--- src/rtl/eth_tx_pkg.sv ---
// Shared types and constants for the Ethernet transmit path.
// The CRC step is kept here so the receive checker can reuse it.
package eth_tx_pkg;

  typedef enum logic [2:0] {
    ST_IDLE,
    ST_PRE,
    ST_SFD,
    ST_DATA,
    ST_PAD,
    ST_FCS,
    ST_IFG,
    ST_DRAIN
  } tx_state_t;

  localparam logic [7:0]  PREAMBLE_BYTE = 8'h55;
  localparam logic [7:0]  SFD_BYTE      = 8'hD5;
  localparam int unsigned PREAMBLE_LEN  = 7;
  localparam int unsigned FCS_LEN       = 4;
  localparam logic [31:0] CRC_INIT      = 32'hFFFF_FFFF;
  localparam logic [31:0] CRC_POLY_REFL = 32'hEDB8_8320;
  localparam logic [10:0] BYTE_CNT_MAX  = 11'h7FF;

  // One byte of the reflected CRC32, LSB of the byte first.
  function automatic logic [31:0] crc32_next(input logic [31:0] crc, input logic [7:0] d);
    logic [31:0] c;
    c = crc ^ {24'h000000, d};
    for (int i = 0; i < 8; i++) begin
      c = c[0] ? ((c >> 1) ^ CRC_POLY_REFL) : (c >> 1);
    end
    return c;
  endfunction

  function automatic logic [10:0] sat_inc(input logic [10:0] c);
    return (c == BYTE_CNT_MAX) ? c : c + 11'd1;
  endfunction

endpackage

--- src/rtl/crc32_d8.sv ---
// Byte-wide CRC32 accumulator; holds the raw (uninverted) remainder.
module crc32_d8
  import eth_tx_pkg::*;
(
  input  logic        clk,
  input  logic        reset,
  input  logic        clear,
  input  logic        en,
  input  logic [7:0]  d,
  output logic [31:0] crc
);

  // NOTE: sequential state uses non-blocking assignments so every register samples pre-edge values.
  always_ff @(posedge clk or posedge reset) begin
    if (reset) begin
      crc <= CRC_INIT;
    end else if (clear) begin
      crc <= CRC_INIT;
    end else if (en) begin
      crc <= crc32_next(crc, d);
    end
  end

endmodule

--- src/rtl/gmii_tx_framer.sv ---
// GMII transmit framer: preamble/SFD, payload, zero pad, FCS and inter-frame gap.
// State names the byte currently on gmii_txd; every output is registered from next-state logic.
module gmii_tx_framer
  import eth_tx_pkg::*;
#(
  parameter int unsigned IFG_CYCLES  = 12,
  parameter int unsigned MIN_PAYLOAD = 60,
  parameter bit          PAD_EN      = 1'b1
) (
  input  logic       gmii_tx_clk,
  input  logic       reset,
  input  logic [7:0] s_data,
  input  logic       s_valid,
  input  logic       s_last,
  output logic       s_ready,
  output logic [7:0] gmii_txd,
  output logic       gmii_txen,
  output logic       gmii_txer,
  output logic       tx_done,
  output logic       tx_abort
);

  localparam logic [7:0]  PRE_LAST     = 8'(PREAMBLE_LEN - 1);
  localparam logic [7:0]  FCS_LAST     = 8'(FCS_LEN - 1);
  localparam logic [7:0]  FCS_PRE_LAST = 8'(FCS_LEN - 2);
  localparam logic [7:0]  IFG_LAST     = 8'(IFG_CYCLES - 2);
  localparam logic [10:0] MIN_CNT      = 11'(MIN_PAYLOAD);
  // The single IDLE cycle before the next preamble is the last gap cycle.
  localparam bit          HAS_IFG      = (IFG_CYCLES > 1);

  tx_state_t   state, state_nxt;
  logic [10:0] byte_cnt, byte_cnt_nxt;
  logic [7:0]  cyc_cnt, cyc_cnt_nxt;
  logic        last_seen, last_nxt;
  logic        ready_nxt, txen_nxt, txer_nxt, done_nxt, abort_nxt;
  logic [7:0]  txd_nxt;
  logic        crc_clear, crc_en;
  logic [7:0]  crc_d;
  logic [31:0] crc, fcs_word;

  crc32_d8 u_crc (
    .clk   (gmii_tx_clk),
    .reset (reset),
    .clear (crc_clear),
    .en    (crc_en),
    .d     (crc_d),
    .crc   (crc)
  );

  // FCS byte that follows the one indexed by cyc_cnt, LSB byte first.
  assign fcs_word = ~crc >> {cyc_cnt[1:0] + 2'd1, 3'b000};

  always_comb begin
    // NOTE: every signal driven here gets a default first, so no path can infer a latch.
    state_nxt    = state;
    byte_cnt_nxt = byte_cnt;
    cyc_cnt_nxt  = cyc_cnt;
    last_nxt     = last_seen;
    ready_nxt    = s_ready;
    txd_nxt      = 8'h00;
    txen_nxt     = 1'b0;
    txer_nxt     = 1'b0;
    done_nxt     = 1'b0;
    abort_nxt    = 1'b0;
    crc_clear    = 1'b0;
    crc_en       = 1'b0;
    crc_d        = 8'h00;

    case (state)
      ST_IDLE: if (s_valid) begin
        state_nxt    = ST_PRE;
        cyc_cnt_nxt  = '0;
        byte_cnt_nxt = '0;
        last_nxt     = 1'b0;
        crc_clear    = 1'b1;
        txen_nxt     = 1'b1;
        txd_nxt      = PREAMBLE_BYTE;
      end
      ST_PRE: begin
        txen_nxt = 1'b1;
        if (cyc_cnt == PRE_LAST) begin
          state_nxt = ST_SFD;
          txd_nxt   = SFD_BYTE;
          ready_nxt = 1'b1;
        end else begin
          cyc_cnt_nxt = cyc_cnt + 8'd1;
          txd_nxt     = PREAMBLE_BYTE;
        end
      end
      ST_SFD, ST_DATA: begin
        txen_nxt = 1'b1;
        if (last_seen) begin
          if (PAD_EN && (byte_cnt < MIN_CNT)) begin
            state_nxt    = ST_PAD;
            byte_cnt_nxt = sat_inc(byte_cnt);
            crc_en       = 1'b1;
          end else begin
            state_nxt   = ST_FCS;
            cyc_cnt_nxt = '0;
            txd_nxt     = ~crc[7:0];
          end
        end else if (s_valid) begin
          state_nxt    = ST_DATA;
          txd_nxt      = s_data;
          crc_en       = 1'b1;
          crc_d        = s_data;
          byte_cnt_nxt = sat_inc(byte_cnt);
          if (s_last) begin
            last_nxt  = 1'b1;
            ready_nxt = 1'b0;
          end
        end else begin
          // Underrun: flag one errored byte, then swallow the rest of the frame.
          state_nxt = ST_DRAIN;
          txer_nxt  = 1'b1;
          abort_nxt = 1'b1;
        end
      end
      ST_PAD: begin
        txen_nxt = 1'b1;
        if (byte_cnt < MIN_CNT) begin
          byte_cnt_nxt = sat_inc(byte_cnt);
          crc_en       = 1'b1;
        end else begin
          state_nxt   = ST_FCS;
          cyc_cnt_nxt = '0;
          txd_nxt     = ~crc[7:0];
        end
      end
      ST_FCS: begin
        if (cyc_cnt == FCS_LAST) begin
          state_nxt   = HAS_IFG ? ST_IFG : ST_IDLE;
          cyc_cnt_nxt = '0;
        end else begin
          txen_nxt    = 1'b1;
          txd_nxt     = fcs_word[7:0];
          done_nxt    = (cyc_cnt == FCS_PRE_LAST);
          cyc_cnt_nxt = cyc_cnt + 8'd1;
        end
      end
      ST_IFG: begin
        if (cyc_cnt == IFG_LAST) state_nxt = ST_IDLE;
        else                     cyc_cnt_nxt = cyc_cnt + 8'd1;
      end
      ST_DRAIN: if (s_valid && s_last) begin
        state_nxt   = HAS_IFG ? ST_IFG : ST_IDLE;
        cyc_cnt_nxt = '0;
        ready_nxt   = 1'b0;
      end
      default: state_nxt = ST_IDLE;
    endcase
  end

  always_ff @(posedge gmii_tx_clk or posedge reset) begin
    if (reset) begin
      state     <= ST_IDLE;
      byte_cnt  <= '0;
      cyc_cnt   <= '0;
      last_seen <= 1'b0;
      s_ready   <= 1'b0;
      gmii_txd  <= 8'h00;
      gmii_txen <= 1'b0;
      gmii_txer <= 1'b0;
      tx_done   <= 1'b0;
      tx_abort  <= 1'b0;
    end else begin
      state     <= state_nxt;
      byte_cnt  <= byte_cnt_nxt;
      cyc_cnt   <= cyc_cnt_nxt;
      last_seen <= last_nxt;
      s_ready   <= ready_nxt;
      gmii_txd  <= txd_nxt;
      gmii_txen <= txen_nxt;
      gmii_txer <= txer_nxt;
      tx_done   <= done_nxt;
      tx_abort  <= abort_nxt;
    end
  end

endmodule

--- config.mk ---
export PLATFORM = sky130hd
export DESIGN_NAME = gmii_tx_framer
export DESIGN_NICKNAME = d
export VERILOG_FILES = /design/src/rtl/eth_tx_pkg.sv /design/src/rtl/crc32_d8.sv /design/src/rtl/gmii_tx_framer.sv
export SDC_FILE = /design/constraint.sdc
export NUM_CORES = 1
export LEC_CHECK = 0
export CORE_ASPECT_RATIO = 0.7
export CORE_UTILIZATION = 40
export DETAILED_ROUTE_END_ITERATION = 16
export MAX_ROUTING_LAYER = met4
export RECOVER_POWER = 25
export SYNTH_ARGS = -nofsm -noshare
export SYNTH_HDL_FRONTEND = slang
export SYNTH_SLANG_ARGS = --single-unit
--- constraint.sdc ---
create_clock -name gmii_tx_clk -period 5.4 [get_ports gmii_tx_clk]
set_input_delay 0.54 -clock gmii_tx_clk [delete_from_list [all_inputs] [get_ports gmii_tx_clk]]
set_output_delay 0.54 -clock gmii_tx_clk [all_outputs]
set_load 0.05 [all_outputs]
Yosys cells after proc, flatten, opt, wreduce, memory -nomap -nowiden. Index checks and enable logic that the tools add are counted.

Equal/unequal tests: 25. Shift-type cells: 1. Add/sub/neg operators: 3. Div/mod/pow operators: 0. $mul: 0. Reduce and logical (&&, ||, !) cells: 13. Bitwise operators: 11. Mux-type cells: 66. Magnitude comparators: 1.

Operators with widths (count): two-way mux 32 bit (10); two-way mux 8 bit (14); NOT 13 -> 14 bit (8); one-hot mux 8 bit (7 select lines) (1); two-way mux 11 bit (5); one-hot mux 8 bit (5 select lines) (1); one-hot mux 11 bit (3 select lines) (1); NOT 32 bit (1); >> shifter 32 x 5 -> 8 bit (1); XOR 32 x 8 -> 32 bit (1); two-way mux 3 bit (8); inequality test 2 bit (second input constant) (12); one-hot mux 3 bit (7 select lines) (1); two-way mux 1 bit (20); == test 8 x 2 -> 1 bit (second input constant) (2); == test 3 bit (second input constant) (4); AND reduction 6 bit (2); adder 11 x 1 -> 11 bit (second input constant) (1); == test 11 bit (second input constant) (1); < comparator 11 x 6 -> 1 bit (second input constant) (1); adder 8 x 1 -> 8 bit (second input constant) (1); == test 8 x 3 -> 1 bit (second input constant) (1); == test 8 x 4 -> 1 bit (second input constant) (1); NOT 8 bit (1); other kinds (16) (21).

Bits in writable memories: 0. Input port bits: 12. Output and inout bits: 13. Bits in registers: 67. Logic and storage cells: 130. Memories: 0. Bits in read-only memories: 0. Latch bits: 0.

Longest topological paths before layout.
Depth in word-level cells: 22. Depth in mapped cells: 9. Gate-level depth less buffers: 7.

Modules after synthesis. A second synthesis with hierarchy kept.

Cells, all modules: 437. Area, all modules: 4555.6 um^2.

Modules (own cells, without submodules): gmii_tx_framer (cells each 264, area each 2289.7 um^2, times used 1, sequential area each 875.8 um^2); crc32_d8 (cells each 173, area each 2265.9 um^2, times used 1, sequential area each 840.8 um^2).

Worst setup path before layout. No wires, ideal clock.

Path kind: input-to-reg. From: input s_valid. To: register u_crc.crc[21]. Stages: 8. Setup slack: 3.254 ns. Arrival time: 2.073 ns. Data required time: 5.327 ns. Library setup time: 0.073 ns. Cell sequence: buf_4 and4bb_1 buf_6 nand2_4 xnor2_4 xor3_2 xor2_1 a21oi_1.

Word-level cells in the longest chain between the ends: 18. Elaborated cells on any way between the ends: 24.

Ends and longest elaborated chain: start: declaration (RTL line gmii_tx_framer.sv:13) `input logic s_valid,`; two-way mux 8 bit (RTL line gmii_tx_framer.sv:102) `end else if (s_valid) begin`; two-way mux 8 bit (RTL line gmii_tx_framer.sv:92) `if (last_seen) begin`; two-way mux 8 bit (RTL line gmii_tx_framer.sv:69) `case (state)`; XOR 32 x 8 -> 32 bit (RTL line eth_tx_pkg.sv:27) `c = crc ^ {24'h000000, d};`; two-way mux 32 bit (2 in series) (RTL line eth_tx_pkg.sv:29) `c = c[0] ? ((c >> 1) ^ CRC_POLY_REFL) : (c >> 1);`; NOT 13 -> 14 bit (no line); two-way mux 32 bit (2 in series) (RTL line eth_tx_pkg.sv:29); NOT 13 -> 14 bit (no line); two-way mux 32 bit (RTL line eth_tx_pkg.sv:29); NOT 13 -> 14 bit (no line); two-way mux 32 bit (2 in series) (RTL line eth_tx_pkg.sv:29); NOT 13 -> 14 bit (no line); two-way mux 32 bit (RTL line eth_tx_pkg.sv:29); two-way mux 32 bit (RTL line crc32_d8.sv:19) `end else if (en) begin`; two-way mux 32 bit (RTL line crc32_d8.sv:17) `end else if (clear) begin`; end signal: assignment (RTL line crc32_d8.sv:20) `crc <= crc32_next(crc, d);`; end: declaration (RTL line crc32_d8.sv:10) `output logic [31:0] crc`.

Parallel ways exist; a longest one is shown, timed or not. The select of a mux whose other input is x is not followed. A chain may end at the register's enable or synchronous reset.

Final worst setup path.
From: input s_valid. To: register byte_cnt[8].

Word-level cells in the longest chain between the ends: 2. Elaborated cells on any way between the ends: 3.

Ends and longest elaborated chain: inequality test 3 bit (no line) / inequality test 2 bit (equally long branches); AND reduction 3 bit (no line) (*); end signal: assignment (RTL line gmii_tx_framer.sv:168) `byte_cnt <= byte_cnt_nxt;`; end: declaration (RTL line gmii_tx_framer.sv:32) `logic [10:0] byte_cnt, byte_cnt_nxt;`.

Every way passes the cells marked *; elsewhere a longest branch is shown, timed or not.

==> flow_results.xml <==
<?xml version="1.0" encoding="UTF-8"?>
<metrics>
  <group name="pwr">
    <metric name="share_comb_of_total_power" unit="%">57.1</metric>
    <metric name="cellLeakagePower" unit="nW">1.92</metric>
    <metric name="pwr-share-seq" unit="%">27.4</metric>
    <metric name="p_sw" unit="mW">1.67</metric>
    <metric name="ir_worst_vdd" unit="uV">284</metric>
    <metric name="power.clock.fraction" unit="%">15.5</metric>
    <metric name="p_per_area" unit="nW/um^2">754</metric>
    <metric name="power.switching_fraction" unit="%">43.8</metric>
    <metric name="cell_internal_pwr" unit="mW">2.14</metric>
  </group>
  <group name="critical_path">
    <metric name="critical_path.endpoint_type" unit="">flop</metric>
    <metric name="critPathRequiredTime" unit="ns">5.66</metric>
    <metric name="ff2ff_path_depth" unit="">7</metric>
    <metric name="worstPathMaxFanout" unit="">37</metric>
    <metric name="critPathKind" unit="">in -&gt; reg</metric>
    <metric name="cp.arrival" unit="ns">3.41</metric>
    <metric name="startpoint_type" unit="">primary input</metric>
  </group>
  <group name="logic_synthesis">
    <metric name="synth_edf_count" unit="">0</metric>
    <metric name="synth_area" unit="sq um">4470</metric>
    <metric name="yosysWarnings" unit="">0</metric>
    <metric name="proportion_of_synthesized_chip_area_in_sequential_cells" unit="%">38.4</metric>
    <metric name="synth-async-reset-ratio" unit="%">100</metric>
    <metric name="synth.area.top_cells" unit="">sky130_fd_sc_hd__dfrtp_1, sky130_fd_sc_hd__dfstp_2, sky130_fd_sc_hd__xnor2_1, sky130_fd_sc_hd__a21oi_1, sky130_fd_sc_hd__xor2_1</metric>
    <metric name="synth.avg_cell_area" unit="sq um">9.28</metric>
    <metric name="syn-num-nets" unit="">496</metric>
    <metric name="synth_ff_type" unit="">sky130_fd_sc_hd__dfrtp_1</metric>
    <metric name="synth_top_cell_area_share" unit="%">19.6</metric>
    <metric name="postSynthCellCount" unit="">481</metric>
    <metric name="synth.ff_latch_count" unit="">67</metric>
    <metric name="synth_top_area_cell" unit="">sky130_fd_sc_hd__dfrtp_1</metric>
    <metric name="synth.lib_cells_used.distinct" unit="">63</metric>
  </group>
  <group name="clock_network">
    <metric name="post_cts.repair.setup_buffers" unit="">0</metric>
    <metric name="bufs_on_longest_clock_path" unit="">2</metric>
    <metric name="clock_sinks" unit="">67</metric>
    <metric name="cts_hold_repair.buffers" unit="">0</metric>
    <metric name="clock_tree.htree_level_count" unit="">3</metric>
    <metric name="cts_inserted_buffers" unit="">9</metric>
    <metric name="clock_pin_slew_on_the_worst_setup_and_hold_paths" unit="ns">0.06</metric>
    <metric name="clkLatencyLatePin" unit="ns">0.33</metric>
    <metric name="cts_root_buf" unit="">sky130_fd_sc_hd__clkbuf_16</metric>
    <metric name="cts_tree" unit="">built</metric>
    <metric name="ctsResizeCount" unit="">0</metric>
  </group>
  <group name="min_path">
    <metric name="holdCritPathClass" unit="">reg -&gt; reg</metric>
    <metric name="timing.hold.worst_path_depth" unit="">2</metric>
  </group>
  <group name="finish">
    <metric name="mostFrequentLayoutCell" unit="">sky130_fd_sc_hd__nor2_1</metric>
    <metric name="final_layout_size_suffix_gt1_share" unit="%">14.7</metric>
    <metric name="finalNetCount" unit="">505</metric>
    <metric name="antenna_diodes" unit="">0</metric>
    <metric name="layout.filler_cells" unit="">1004</metric>
    <metric name="layout_common_cells" unit="">sky130_fd_sc_hd__nor2_1, sky130_fd_sc_hd__a21oi_1, sky130_fd_sc_hd__xnor2_1</metric>
    <metric name="areaGrowthSynthToFinish" unit="%">13.2</metric>
    <metric name="fin_area" unit="sq um">5050</metric>
  </group>
  <group name="place">
    <metric name="gp_routability_congestion" unit="">0.875</metric>
    <metric name="hpwlAfterDp" unit="mm">7.97</metric>
    <metric name="preCtsSetupSlack" unit="ns">1.96</metric>
    <metric name="dpl_cell_area" unit="sq um">4760</metric>
    <metric name="io_buffers" unit="">24</metric>
  </group>
  <group name="timing">
    <metric name="finalHoldWorstSlack" unit="ns">0.498</metric>
    <metric name="totalNegativeSetupSlack" unit="ns">0</metric>
    <metric name="setup_violations" unit="">0</metric>
    <metric name="finalHoldViolations" unit="">0</metric>
    <metric name="final.setup_skew" unit="ns">0.00789</metric>
    <metric name="post_layout_minimum_cycle_time" unit="ns">3.15</metric>
    <metric name="layout_worst_path_cycle_share" unit="%">58.3</metric>
    <metric name="worst_slew_pin_slew" unit="ns">1.14</metric>
    <metric name="maxSlewViolCount" unit="">0</metric>
    <metric name="setup_ws" unit="ns">2.25</metric>
    <metric name="achievable-frequency" unit="MHz">318</metric>
    <metric name="slew_headroom" unit="%">23.9</metric>
    <metric name="rsz0062_at_grt" unit="">no</metric>
  </group>
  <group name="grt">
    <metric name="grt_antenna_before_repair" unit="">0</metric>
    <metric name="grt_pass1_wl" unit="mm">18.6</metric>
    <metric name="global_routing_usage_on_met3" unit="%">4.03</metric>
    <metric name="grtUsageMet1" unit="%">33.3</metric>
    <metric name="grt_max_degree" unit="">68</metric>
    <metric name="grt_remaining_overflow" unit="">0</metric>
    <metric name="grt_pass1_vias" unit="">3416</metric>
    <metric name="grt.busiest_layer" unit="">met1</metric>
    <metric name="grt_use_met2" unit="%">28.2</metric>
    <metric name="global_route.usage.total" unit="%">21.7</metric>
  </group>
  <group name="route">
    <metric name="drt-initial-drc-count" unit="">268</metric>
    <metric name="post_route_wl" unit="mm">11.3</metric>
    <metric name="first_pass_iteration_count_of_the_detailed_router" unit="">5</metric>
    <metric name="final_antenna_net_count" unit="">0</metric>
    <metric name="route.detailed.vias_per_inst" unit="">5.50</metric>
    <metric name="drc" unit="">0</metric>
    <metric name="wire_per_inst" unit="um">17.5</metric>
    <metric name="dr_total_vias" unit="">3535</metric>
  </group>
  <group name="floorplan">
    <metric name="num_rows" unit="">31</metric>
    <metric name="vertical_extent_of_the_die" unit="um">90.4</metric>
    <metric name="initial_utilization" unit="%">42.2</metric>
    <metric name="design.portCount" unit="">25</metric>
    <metric name="fp.dieW" unit="um">128</metric>
    <metric name="total_die_area" unit="sq um">11600</metric>
    <metric name="coreArea" unit="sq um">10600</metric>
  </group>
  <group name="run">
    <metric name="maxCapViolCount" unit="">0</metric>
  </group>
  <group name="run_status">
    <metric name="status" unit="">finished clean</metric>
  </group>
</metrics>
==> logic make-up after synthesis <==
logic type               share of synthesized area, %
XOR/XNOR                                         20.3
flip-flops                                       38.4
adder cells (fa/ha/maj)                         0.841
buffers and inverters                            3.87
AO/OA/AOI/OAI                                    16.5
AND/OR/NAND/NOR                                  17.4
multiplexers                                     2.72
==> routing by layer <==
layer	wire [um]	vias to the layer above
li1	-	1697
met1	5900	1706
met2	4610	115
met3	592	17
met4	169	0
met5	0	-
==> Yosys cell counts (3+ instances only) <==
| library cell | instances |
|---|---|
| sky130_fd_sc_hd__xnor2_1 | 53 |
| sky130_fd_sc_hd__clkbuf_1 | 12 |
| sky130_fd_sc_hd__nand4_1 | 4 |
| sky130_fd_sc_hd__o22ai_1 | 5 |
| sky130_fd_sc_hd__o31ai_1 | 6 |
| sky130_fd_sc_hd__o221ai_1 | 4 |
| sky130_fd_sc_hd__a21o_1 | 4 |
| sky130_fd_sc_hd__dfstp_2 | 32 |
| sky130_fd_sc_hd__inv_1 | 7 |
| sky130_fd_sc_hd__a21oi_1 | 55 |
| sky130_fd_sc_hd__nand3_1 | 10 |
| sky130_fd_sc_hd__dfrtp_1 | 35 |
| sky130_fd_sc_hd__nand2_1 | 36 |
| sky130_fd_sc_hd__nor2_1 | 56 |
| sky130_fd_sc_hd__and3_1 | 5 |
| sky130_fd_sc_hd__nor2b_1 | 13 |
| sky130_fd_sc_hd__ha_1 | 3 |
| sky130_fd_sc_hd__nand4b_1 | 4 |
| sky130_fd_sc_hd__mux2_2 | 3 |
| sky130_fd_sc_hd__nor3_1 | 7 |
| sky130_fd_sc_hd__mux4_2 | 3 |
| sky130_fd_sc_hd__and2_1 | 4 |
| sky130_fd_sc_hd__o21ai_0 | 25 |
| sky130_fd_sc_hd__nand2b_1 | 4 |
| sky130_fd_sc_hd__a211oi_1 | 3 |
| sky130_fd_sc_hd__buf_2 | 8 |
| sky130_fd_sc_hd__xor2_1 | 25 |
| sky130_fd_sc_hd__a31oi_1 | 5 |
| sky130_fd_sc_hd__buf_4 | 4 |
==> registers in the layout, indices dropped and copies added (netlist names) <==
name       count
tx_abort       1
tx_done        1
byte_cnt      11
gmii_txen      1
cyc_cnt        8
last_seen      1
gmii_txd       8
state          3
s_ready        1
u_crc.crc     32
==> worst paths after layout <==
| path | from | to | slack, ns |
|---|---|---|---|
| max | s_valid | byte_cnt[8] | 2.25 |
| min | s_ready | s_ready | 0.50 |
| max reg2reg | byte_cnt[7] | byte_cnt[8] | 2.29 |
| min reg2reg | s_ready | s_ready | 0.50 |
| max in group asynchronous | reset | cyc_cnt[3] | 3.94 |
| min in group asynchronous | reset | byte_cnt[1] | 0.91 |
==> power groups by stage <==
stage                     logic, mW  registers [mW]  clock network (mW)
after floorplan                1.75           0.990                   0
after global placement         2.13            1.04                   0
after detailed placement       2.16            1.04                   0
after CTS                      2.18            1.04               0.599
after global routing           2.38            1.08               0.623
final                          2.18            1.04               0.590
==> layout make-up <==
| cell class | instances | area [sq um] | share of cell area (%) |
|---|---|---|---|
| clock buffer | 11 | 243 | 4.80 |
| clock inverter | 5 | 52.6 | 1.04 |
| inverter | 7 | 26.3 | 0.520 |
| multi-input combinational | 379 | 2580 | 51.0 |
| sequential | 67 | 1720 | 34.0 |
| tap | 148 | 185 | 3.66 |
| timing repair buffer | 26 | 255 | 5.05 |
==> per-stage QoR <==
| step | total power [mW] | instances | utilization, % |
|---|---|---|---|
| 6_report | 3.81 | 643 | 47.7 |
| 2_1_floorplan | 2.74 | 481 | - |
| 5_1_grt | 4.08 | 643 | 47.7 |
| 3_5_place_dp | 3.20 | 627 | 44.9 |
| 4_1_cts | 3.82 | 643 | 47.7 |
| 3_3_place_gp | 3.17 | 627 | 44.9 |
==> worst max-delay path, cell delays in order <==
cell                            delay [ns]
sky130_fd_sc_hd__dlygate4sd3_1        0.73
sky130_fd_sc_hd__a21oi_1              0.11
sky130_fd_sc_hd__o31ai_1              0.24
sky130_fd_sc_hd__a22o_1               0.18
sky130_fd_sc_hd__buf_4                0.35
sky130_fd_sc_hd__and2_1               0.95
sky130_fd_sc_hd__a31oi_1              0.17
sky130_fd_sc_hd__nor2_1               0.12
Power figures use the tool's default switching activity.
